<file path="config.mk">
export PLATFORM = sky130hd
export DESIGN_NAME = retire
export DESIGN_NICKNAME = d
export VERILOG_FILES = /design/src/rtl/retire.sv
export SDC_FILE = /design/constraint.sdc
export NUM_CORES = 1
export LEC_CHECK = 0
export CAP_MARGIN = 40
export CORE_AREA = 4 4 108 110
export CTS_CLUSTER_DIAMETER = 50
export DETAILED_ROUTE_END_ITERATION = 16
export DIE_AREA = 0 0 112 114
export GPL_ROUTABILITY_DRIVEN = 0
export PLACE_DENSITY = 0.95
export RECOVER_POWER = 50
export SLEW_MARGIN = 15
export SYNTH_ARGS = -nofsm -noshare
export SYNTH_HDL_FRONTEND = slang
export SYNTH_SLANG_ARGS = --single-unit
</file>
<file path="constraint.sdc">
create_clock -name clk -period 4.05 [get_ports clk]
set_input_delay 1.215 -clock clk [delete_from_list [all_inputs] [get_ports clk]]
set_output_delay 1.215 -clock clk [all_outputs]
set_load 0.05 [all_outputs]
</file>
<file path="src/rtl/retire.sv">
// retire: writeback/retire stage; filters stale results by tag, forms the register
// write strobe/data and jump redirect, and counts retired instructions.
package retire_pkg;
    typedef enum logic [2:0] {adder, shifter, multiplier, memory, branch} xu;
    typedef enum logic [2:0] {OP0, OP1, OP2, OP3, OP4, OP5, OP6, OP7} instruction_type;
endpackage

module retire
    import retire_pkg::*;
#(
    parameter int TAG_W     = 4,
    parameter int WB_STAGES = 1
) (
    input  logic             clk,
    input  logic             reset,
    input  logic             valid_in,
    input  logic [TAG_W-1:0] tag_in,
    input  xu                xu_sel_in,
    input  instruction_type  i_in,
    input  logic [31:0]      result_in,
    input  logic [31:0]      mem_data,
    input  logic             jump_in,
    input  logic [31:0]      jump_target,
    output logic             we,
    output logic [31:0]      regD,
    output logic             jump,
    output logic [31:0]      new_pc,
    output logic [TAG_W-1:0] tag_out,
    output logic [31:0]      instret
);
    typedef struct packed {
        logic        we;
        logic [31:0] data;
        logic        jump;
        logic [31:0] pc;
        logic        cnt;
    } slot_t;

    logic        accept, store, is_mem;
    logic [7:0]  ld_byte;
    logic [15:0] ld_half;
    logic [31:0] ld_data;
    slot_t       slot, last_in;
    slot_t       pipe [WB_STAGES];

    always_comb begin
        accept  = valid_in && (tag_in == tag_out);
        is_mem  = xu_sel_in == memory;
        store   = is_mem && (i_in inside {OP5, OP6, OP7});
        ld_byte = mem_data[{result_in[1:0], 3'b000} +: 8];
        ld_half = result_in[1] ? mem_data[31:16] : mem_data[15:0];
        ld_data = i_in == OP0 ? {{24{ld_byte[7]}}, ld_byte} :
                  i_in == OP1 ? {24'b0, ld_byte} :
                  i_in == OP2 ? {{16{ld_half[15]}}, ld_half} :
                  i_in == OP3 ? {16'b0, ld_half} : mem_data;
        slot.we   = accept && !store;
        slot.data = slot.we ? (is_mem ? ld_data : result_in) : 32'b0;
        slot.jump = accept && xu_sel_in == branch && jump_in;
        slot.pc   = slot.jump ? jump_target : 32'b0;
        slot.cnt  = accept;
    end

    // instret advances on the edge that moves a slot into the output stage
    if (WB_STAGES == 1) begin : g_one
        assign last_in = slot;
    end else begin : g_many
        assign last_in = pipe[WB_STAGES-2];
    end

    always_ff @(posedge clk or negedge reset) begin
        if (!reset) begin
            tag_out <= '0;
            instret <= '0;
            for (int s = 0; s < WB_STAGES; s++) pipe[s] <= '0;
        end else begin
            tag_out <= tag_out + TAG_W'(slot.jump);
            instret <= instret + 32'(last_in.cnt);
            pipe[0] <= slot;
            for (int s = 1; s < WB_STAGES; s++) pipe[s] <= pipe[s-1];
        end
    end

    assign we     = pipe[WB_STAGES-1].we;
    assign regD   = pipe[WB_STAGES-1].data;
    assign jump   = pipe[WB_STAGES-1].jump;
    assign new_pc = pipe[WB_STAGES-1].pc;
endmodule

</file>
==> impl_metrics.json <==
{
  "status": "complete, but fails checks",
  "failed_checks": "max-capacitance violations, max-slew violations",
  "crit_chain": "clkdlybuf4s50_1, xor2_1, nor3_1, and2_0, ha_1, ha_1, and4_1, nor4b_4, nand4_1, xnor2_1",
  "syn_area_per_cell_um2": 11.4,
  "drtIter0Drc": 235,
  "wire_per_inst_um": 19.4,
  "worst_ep_arrival_time_ns": 3.90,
  "grt_pass1_vias": 4480,
  "drt_first_pass_iters": 5,
  "diodes": 0,
  "io_buffers": 211,
  "die_w_um": 112,
  "fin_crit_sh_pct": 90.3,
  "setup_viol": 0,
  "drt_wl_total_um": 14900,
  "grt_antenna_before_repair": 0,
  "htree_levels": 3,
  "start_kind": "input port",
  "p_per_area_mw_per_mm2": 285,
  "finalHoldViolCount": 0,
  "setup_ws_ns": 0.394,
  "synthTopCellsByCount": "dfrtp_1 (102), nor2_1 (35), and2_1 (34)",
  "yosysWarnings": 0,
  "num_rows": 38,
  "synth_area_mm2": 0.00472,
  "ctsResizeCount": 0,
  "slew_headroom_pct": -69.8,
  "ctsHoldBuffers": 0,
  "core_mm2": 0.0107,
  "vias_per_cell": 5.52,
  "dp_hpwl_um": 11800,
  "critPathMaxStageDelay_ns": 0.52,
  "clock_sinks": 102,
  "vias": 4227,
  "final_nets": 735,
  "ir_worst_vdd_mv": 0.208,
  "grt_first_pass_wirelength_um": 23400,
  "clock_skew_ns": 0.0137,
  "syn-num-nets": 526,
  "p_leak_uw": 0.00328,
  "synth_edf_count": 0,
  "synth_area_leaders": "dfrtp_1 (54%), xnor2_1 (4.8%), and2_1 (4.5%), a211oi_1 (3.5%), nor2_1 (2.8%)",
  "cts_setup_buffers": 0,
  "crit_buf_inv": 1,
  "hp-class": "reg -> reg",
  "synth_top_area_share_pct": 54.1,
  "netlist.top_cell.by_area": "dfrtp_1",
  "max_freq_ghz": 0.274,
  "worst-path-max-fanout": 9,
  "syn_to_final_growth_pct": 51.8,
  "cts.path.max_buffers": 2,
  "tightest_slew_ns": 2.55,
  "path_clk_slew_ns": 0.10,
  "clock-root-buffer": "clkbuf_8",
  "ioPinCount": 212,
  "grt_use_total_pct": 23.2,
  "yosysMostFrequentCell": "dfrtp_1",
  "dp.cells": 750,
  "stdcell_count": 766,
  "rsz0062_at_grt": "false",
  "grt_max_degree": 52,
  "synthArstFlopShare_pct": 100,
  "worst_setup_path_end_kind": "flop",
  "num-fill-cells": 774,
  "drive_gt1_share_pct": 7.19,
  "crit_required_ns": 4.29,
  "pre_cts_ws_ns": -0.00984,
  "worst_hold_slack_ns": 0.490,
  "drv_cap": 1,
  "die-area_mm2": 0.0128,
  "netlist_instances": 412,
  "worstSkewPairLatency_ns": 0.36,
  "timing_worst_setup_path_type": "in -> reg",
  "cts_tree": "yes",
  "initial_core_util_pct": 44.1,
  "drt_drc_violations_left": 0,
  "die_y_um": 114,
  "netlist-cell-type-count": 48,
  "postRouteAntennaNets": 0,
  "grt-ovfl-total": 0,
  "synth_ff_type": "dfrtp_1",
  "slowest_stage": "nor4b_4",
  "numCtsBuffers": 9,
  "final_util_pct": 66.9,
  "fin_crit_ns": 3.66,
  "seq_area_frac_synth_pct": 54.1,
  "critical-path-top-delay-family": "simple AND/OR/NAND/NOR gates",
  "crit_top_cell": "ha_1",
  "final_max_slew_viol_count": 52,
  "ys_seq_elements": 102
}
-- cells in the final DEF, fill, tap and decap left out, types with 8 or more instances in the layout --
| cell | netlist | routed |
|---|---|---|
| dfrtp_1 | 102 | 102 |
| o21bai_1 | 16 | 16 |
| xor2_1 | 10 | 10 |
| a211oi_1 | 22 | 22 |
| nand4_1 | 10 | 10 |
| nand2_1 | 14 | 14 |
| nor2_1 | 35 | 35 |
| a221oi_2 | 8 | 8 |
| dlygate4sd3_1 | 0 | 36 |
| xnor2_1 | 26 | 26 |
| and2_1 | 34 | 27 |
| nor3_1 | 15 | 15 |
| clkbuf_8 | 0 | 9 |
| a22o_1 | 10 | 10 |
| nand3_1 | 16 | 16 |
| clkdlybuf4s50_1 | 0 | 174 |
| buf_4 | 1 | 9 |
-- worst register-to-register path, stage by stage, from the launching register on --
cell and delay (ns):
dfrtp_1 0.43, xor2_1 0.18, nor3_1 0.34, and2_0 0.18, ha_1 0.19, ha_1 0.21
and4_1 0.30, nor4b_4 0.52, nand4_1 0.21, xnor2_1 0.17
-- layer usage --
layer  track usage (%)  vias to the layer above  share of wire (%)
li1                  -                     1893                  -
met3              8.28                       52                 11
met2              39.6                      285                 50
met4              11.7                        0                4.7
met1              25.6                     1997                 34
met5                 0                        -                  0
-- cell families (layout without fill, tap and decap cells) --
group / Yosys count / after routing / share of synthesized area (%)
and+or+nand+nor: 147 / 147 / 17.4
DFF: 102 / 102 / 54.1
AOI/OAI and AO/OA: 82 / 82 / 14.8
xor gates and xnor gates: 36 / 36 / 6.69
buffers and inverters: 30 / 244 / 2.73
muxes: 11 / 11 / 3.16
adders and majority gates: 4 / 4 / 1.06
-- sequential cells by signal (all words and copies together) (netlist names) --
register	count
instret	32
new_pc	32
regD	32
tag_out	4
jump	1
we	1
-- power breakdown --
group	switching (µW)	internal, µW	total, µW
sequential	22.0	1040	1060
clock	376	239	615
combinational	195	174	369
total	594	1450	2040
-- stage by stage --
step                total power (µW)  TNS [ns]  instance area (µm²)
floorplan                       1230         0                 4720
global placement                1430         0                 6970
detailed placement              1450  -0.00984                 6970
CTS                             2070         0                 7160
global route                    2140         0                 7160
finish                          2040         0                 7160
-- area by class of cell --
class                      count  area [µm²]  share of cell area, %
clock inverter                 7        66.3                  0.927
clock buffer                   9         124                   1.73
multi-input combinational    280        2030                   28.4
timing repair buffer         221        2180                   30.4
sequential                   102        2550                   35.7
inverter                       7        26.3                  0.367
tap                          140         175                   2.45
-- final timing paths --
check / startpoint / endpoint / slack (ns) / depth (start not counted)
max: tag_in[1] / instret[22]$_DFF_PN0_ / 0.39 / 10
min: instret[31]$_DFF_PN0_ / instret[31]$_DFF_PN0_ / 0.49 / 1
max reg2reg: tag_out[1]$_DFF_PN0_ / instret[22]$_DFF_PN0_ / 1.21 / 9
min reg2reg: instret[31]$_DFF_PN0_ / instret[31]$_DFF_PN0_ / 0.49 / 1
max in group asynchronous: reset / regD[26]$_DFF_PN0_ / 0.72 / 2
min in group asynchronous: reset / new_pc[19]$_DFF_PN0_ / 1.65 / 1
Note: power is estimated with default switching activity, not from simulation.
